===== src/rtl/ar_channel_arbiter.sv =====
// Demand/prefetch arbiter for the shared downstream AXI read-address channel.
// Demand wins by default; prefetch is credit-limited and gets forced in after a run of demand wins.
module ar_channel_arbiter #(
    parameter int unsigned ADDR_BITS       = 16,
    parameter int unsigned BURST_LEN_WIDTH = 8,
    parameter int unsigned TID_WIDTH       = 8,
    parameter int unsigned STARVE_WIDTH    = 4,
    parameter int unsigned CREDIT_WIDTH    = 3
) (
    input  logic                       clk,
    input  logic                       resetN,
    input  logic                       en,
    input  logic                       d_ar_valid,
    output logic                       d_ar_ready,
    input  logic [ADDR_BITS-1:0]       d_ar_addr,
    input  logic [BURST_LEN_WIDTH-1:0] d_ar_len,
    input  logic [TID_WIDTH-1:0]       d_ar_id,
    input  logic                       p_ar_valid,
    output logic                       p_ar_ready,
    input  logic [ADDR_BITS-1:0]       p_ar_addr,
    input  logic [BURST_LEN_WIDTH-1:0] p_ar_len,
    input  logic [TID_WIDTH-1:0]       p_ar_id,
    output logic                       m_ar_valid,
    input  logic                       m_ar_ready,
    output logic [ADDR_BITS-1:0]       m_ar_addr,
    output logic [BURST_LEN_WIDTH-1:0] m_ar_len,
    output logic [TID_WIDTH-1:0]       m_ar_id,
    output logic                       m_ar_src,
    input  logic                       pf_credit_return,
    input  logic [CREDIT_WIDTH-1:0]    crs_pfCredits,
    input  logic [STARVE_WIDTH-1:0]    crs_starveLimit,
    output logic [CREDIT_WIDTH-1:0]    pf_outstanding,
    output logic                       err
);

    typedef struct packed {
        logic [ADDR_BITS-1:0]       addr;
        logic [BURST_LEN_WIDTH-1:0] len;
        logic [TID_WIDTH-1:0]       id;
        logic                       src;
    } ar_t;

    logic [STARVE_WIDTH-1:0] starve_cnt;
    logic                    slot_free;
    logic                    can_grant;
    logic                    pf_elig;
    logic                    force_pf;
    logic                    grant_d;
    logic                    grant_p;
    ar_t                     out_q;
    ar_t                     win;

    // Arbitration; reset gating keeps both readies low while the block is held in reset.
    always_comb begin
        slot_free  = ~m_ar_valid | m_ar_ready;
        can_grant  = slot_free & en & resetN;
        pf_elig    = p_ar_valid & (pf_outstanding < crs_pfCredits);
        force_pf   = pf_elig & (crs_starveLimit != '0) & (starve_cnt >= crs_starveLimit);
        grant_p    = can_grant & (force_pf | (~d_ar_valid & pf_elig));
        grant_d    = can_grant & ~force_pf & d_ar_valid;
        d_ar_ready = grant_d;
        p_ar_ready = grant_p;
        win        = grant_p ? ar_t'{p_ar_addr, p_ar_len, p_ar_id, 1'b1}
                             : ar_t'{d_ar_addr, d_ar_len, d_ar_id, 1'b0};
    end

    // Output register: payload only moves when a new grant loads it.
    always_ff @(posedge clk or negedge resetN) begin
        if (!resetN) begin
            m_ar_valid <= 1'b0;
            out_q      <= '0;
        end else if (grant_d | grant_p) begin
            m_ar_valid <= 1'b1;
            out_q      <= win;
        end else if (m_ar_ready) begin
            m_ar_valid <= 1'b0;
        end
    end

    assign m_ar_addr = out_q.addr;
    assign m_ar_len  = out_q.len;
    assign m_ar_id   = out_q.id;
    assign m_ar_src  = out_q.src;

    // Consecutive demand wins while prefetch was waiting; frozen while disabled.
    always_ff @(posedge clk or negedge resetN) begin
        if (!resetN) begin
            starve_cnt <= '0;
        end else if (en) begin
            if (grant_p || !pf_elig) begin
                starve_cnt <= '0;
            end else if (grant_d && starve_cnt != '1) begin
                starve_cnt <= starve_cnt + STARVE_WIDTH'(1);
            end
        end
    end

    // Outstanding prefetch bursts; an unmatched return at zero is flagged, not wrapped.
    always_ff @(posedge clk or negedge resetN) begin
        if (!resetN) begin
            pf_outstanding <= '0;
            err            <= 1'b0;
        end else begin
            case ({grant_p, pf_credit_return})
                2'b10: pf_outstanding <= pf_outstanding + CREDIT_WIDTH'(1);
                2'b01: begin
                    if (pf_outstanding == '0) begin
                        err <= 1'b1;
                    end else begin
                        pf_outstanding <= pf_outstanding - CREDIT_WIDTH'(1);
                    end
                end
                default: ;
            endcase
        end
    end

endmodule


===== config.mk =====
export PLATFORM = sky130hd
export DESIGN_NAME = ar_channel_arbiter
export DESIGN_NICKNAME = d
export VERILOG_FILES = /design/src/rtl/ar_channel_arbiter.sv
export SDC_FILE = /design/constraint.sdc
export NUM_CORES = 1
export LEC_CHECK = 0
export ABC_AREA = 1
export BUFFER_PORTS_ARGS = -buffer_cell sky130_fd_sc_hd__buf_2
export CAP_MARGIN = 10
export CELL_PAD_IN_SITES_DETAIL_PLACEMENT = 1
export CELL_PAD_IN_SITES_GLOBAL_PLACEMENT = 1
export CORE_MARGIN = 2
export CORE_UTILIZATION = 31
export CTS_BUF_LIST = sky130_fd_sc_hd__clkbuf_4 sky130_fd_sc_hd__clkbuf_8
export DETAILED_ROUTE_END_ITERATION = 12
export GPL_TIMING_DRIVEN = 0
export PLACE_DENSITY_LB_ADDON = 0.1
export SLEW_MARGIN = 0
export SYNTH_ARGS = -nofsm -noshare
export SYNTH_HDL_FRONTEND = slang
export SYNTH_SLANG_ARGS = --single-unit

===== constraint.sdc =====
create_clock -name clk -period 2.5 [get_ports clk]
set_input_delay 0.125 -clock clk [delete_from_list [all_inputs] [get_ports clk]]
set_output_delay 0.125 -clock clk [all_outputs]
set_load 0.02 [all_outputs]

==> summary.md <==
| Metric | Value |
|---|---|
| Status | complete, but fails checks |
| Failing checks | hold timing |
| Row cnt | 30 |
| Mean number of vias per cell | 4.62 |
| Post-Syn Instances | 283 |
| FFs w/ async S/R, synth | 100% |
| Die area | 7650 um^2 |
| Vias in the first global route | 2,226 |
| DRC | 0 |
| Final hold slack | -0.0138 ns |
| Top-count cell post-synth | nand2_1 |
| Final-layout fill cell count | 919 |
| Total Nets Final | 495 |
| Clock latency on the worst-skew pair | 0.30 ns |
| Clk_skew | 0.00777 ns |
| Yosys cell types | 20 |
| Setup TNS | 0 ns |
| Pins over their slew limit | 0 |
| Final worst-path cycle share | 92.4% |
| DPL Wire Length | 4.82 mm |
| Peak VDD IR | 0.000391 V |
| Final Hold Fails | 22 |
| Root Driver | clkbuf_8 |
| Port bufs | 117 |
| Max_slew headroom | 33.5% |
| Sequential area share after synthesis | 48.7% |
| Maximum clock frequency | 433 MHz |
| Mean Syn Cell Area | 7.63 um^2 |
| Clock sinks | 42 |
| Yosys top cell area share | 48.7% |
| NetSw | 1.14 mW |
| Req. time, crit path | 2.38 ns |
| Sw Share | 42.3% |
| CTS tree | yes |
| Register bit total from synthesis | 42 |
| Endpoint type of the worst setup path | primary output |
| Power Density | 913 nW/um^2 |
| RSZ-0062 raised after global routing | false |
| Met2 GRT Util | 29.6% |
| WS Path Type | reg -> out |
| Reg power frac | 39.7% |
| CTS buffer count | 5 |
| Ports | 118 |
| Area grow syn2layout | 36.5% |
| CP Launch Type | flip-flop |
| Leading cell types by count after synthesis | nand2_1 (128), dfrtp_1 (42), nand3_1 (42) |
| Gr busiest metal | met2 |
| Ys flop type | dfrtp_1 |
| First-pass GRT wire length | 10.1 mm |
| DR pass1 iterations | 4 |
| Lkg Pwr | 1.74 nW |
| Iter 0 DRT Violations | 30 |
| Vias post-DR | 2,261 |
| Area of placed instances | 2850 um^2 |
| Worst min path class | in -> async |
| Antenna cell count | 0 |
| ANT nets after route | 0 |
| Met1 Use GR | 19.9% |
| Layout cells sized above 1 | 36.2% |
| Max Cap Viol | 0 |
| Final instance area | 2950 um^2 |
| Die Wd | 87.5 um |
| M3 GR Usage | 5.78% |
| Maximum root-to-sink buffer count | 2 |
| Initial antenna violation count | 0 |
| Routed wire per std cell | 13.0 um |
| CTS H-tree lvls | 2 |
| Die height | 87.5 um |
| Yosys top cell by area | dfrtp_1 |
| Largest cells by area after synthesis | dfrtp_1 (49%), nand2_1 (22%), nand3_1 (9.7%), ha_1 (4.6%), inv_1 (4.2%) |
| Largest net degree at the start of global routing | 44 |
| Routability cong. | 0.764 |
| Count of final setup violators | 0 |
| Worst Reg-to-Reg Cells | 20 |
| Share of power burned in the clock network | 16.5% |
| Yosys warns | 0 |
| Clock transition at the registers of the reported paths | 0.08 ns |
| CP Max Fanout | 10 |
| EDFF count, synth | 0 |
| Arrival @ worst endpoint | 2.18 ns |
| Initial core utilization | 32.0% |
| Gr ovfl total | 0 |
| Minimum clock period | 2.31 ns |
| Mapped Area | 2160 um^2 |
| Core Footprint | 6760 um^2 |
| GRT Util Overall | 17.1% |
| Worst Tran Pin Value | 0.997 ns |
| Syn Nets | 369 |
| Combinational fraction of design power | 43.7% |
| Total routed wirelength | 6.38 mm |
| Internal power | 1.55 mW |
==> worst max-delay path: stages, from the launching register on <==
cell and delay, ns:
dfrtp_2 0.45, ha_1 0.31, nand2_1 0.06, inv_1 0.04, nor2_2 0.08, nand2_2 0.06
nor2_2 0.08, nand2_2 0.07, nand2_2 0.08, nand2_4 0.09, inv_1 0.17, buf_4 0.21
buf_2 0.18
==> layout make-up <==
| cell class | count | area (um^2) | area share [%] |
|---|---|---|---|
| Buffer | 9 | 47.5 | 1.61 |
| Clock buffer | 6 | 76.3 | 2.59 |
| Clock inverter | 1 | 7.51 | 0.255 |
| Inverter | 27 | 101 | 3.44 |
| Multi-Input combinational cell | 205 | 962 | 32.6 |
| Sequential cell | 42 | 1050 | 35.7 |
| Tap cell | 80 | 100 | 3.40 |
| Timing Repair Buffer | 119 | 601 | 20.4 |
==> stage by stage <==
stage          cells  setup WS, ns  power, mW  utilization [%]  hold slack (ns)
2_1_floorplan    283         0.386       1.79                -           -0.171
3_3_place_gp     480         0.220       2.21             42.1            0.341
3_5_place_dp     480         0.163       2.25             42.1            0.347
4_1_cts          487       0.00896       2.72             43.4           0.0268
5_1_grt          489        0.0101       2.91             43.6           0.0313
6_report         489         0.190       2.69             43.6          -0.0138
==> metal layers <==
layer | up-vias | share of wire, % | wire [um]
met2 | 66 | 50 | 3180
met1 | 1055 | 41 | 2640
met3 | 6 | 7.6 | 483
met5 | - | 0 | 0
li1 | 1134 | - | -
met4 | 0 | 1.3 | 82
==> registers in the layout, summed over array words and instances (netlist names) <==
register and flops:
starve_cnt 4, m_ar_len 8, m_ar_src 1, m_ar_id 8, m_ar_valid 1, pf_outstanding 3
m_ar_addr 16, err 1
==> path summary, 6_finish.rpt <==
kind | startpoint | end | slack, ns
setup / recovery | pf_outstanding[2]$_DFFE_PN0P_ | p_ar_ready | 0.19
max in group asynchronous | resetN | pf_outstanding[2]$_DFFE_PN0P_ | 1.82
setup reg to reg | pf_outstanding[2]$_DFFE_PN0P_ | pf_outstanding[2]$_DFFE_PN0P_ | 0.27
hold / removal | resetN | starve_cnt[3]$_DFFE_PN0P_ | -0.01
min in group clk | d_ar_addr[12] | m_ar_addr[12]$_DFFE_PN0P_ | 0.03
hold reg to reg | err$_DFFE_PN0P_ | err$_DFFE_PN0P_ | 0.47
==> cell families (layout without fill, tap and decap cells) <==
kind of cell | Yosys count | after routing | synth area share (%)
simple gates | 185 | 185 | 36.1
flops | 42 | 42 | 48.7
buf+inv | 36 | 162 | 6.78
compound gates | 10 | 10 | 3.01
fa+ha+maj | 8 | 8 | 4.64
xor+xnor | 2 | 2 | 0.811
==> power groups by stage <==
stage / clock network, mW / registers [mW] / logic, mW
after CTS: 0.468 / 1.08 / 1.17
after global routing: 0.491 / 1.11 / 1.31
after detailed placement: 0 / 1.09 / 1.16
after floorplan: 0 / 1.37 / 0.418
final: 0.445 / 1.07 / 1.18
after global placement: 0 / 1.08 / 1.13
==> placed cells by master (no fill, tap or decap), drive strengths merged <==
cell type  count
nand2        133
ha             8
clkinvlp       1
buf          128
inv           26
xor2           2
a31o           1
clkinv         1
nor3           2
nand4          1
nor2           6
clkbuf         6
nand3         42
or2            1
dfrtp         42
a21oi          4
o21ai          5
==> repair_timing <==
action                                 4_1_cts  5_1_grt
gates resized for setup                      0        4
endpoints found under the hold margin        0        0
hold buffers                                 0        0
setup endpoints to repair                    0        3
setup buffers                                0        2
(Power assumes the default switching activity.)
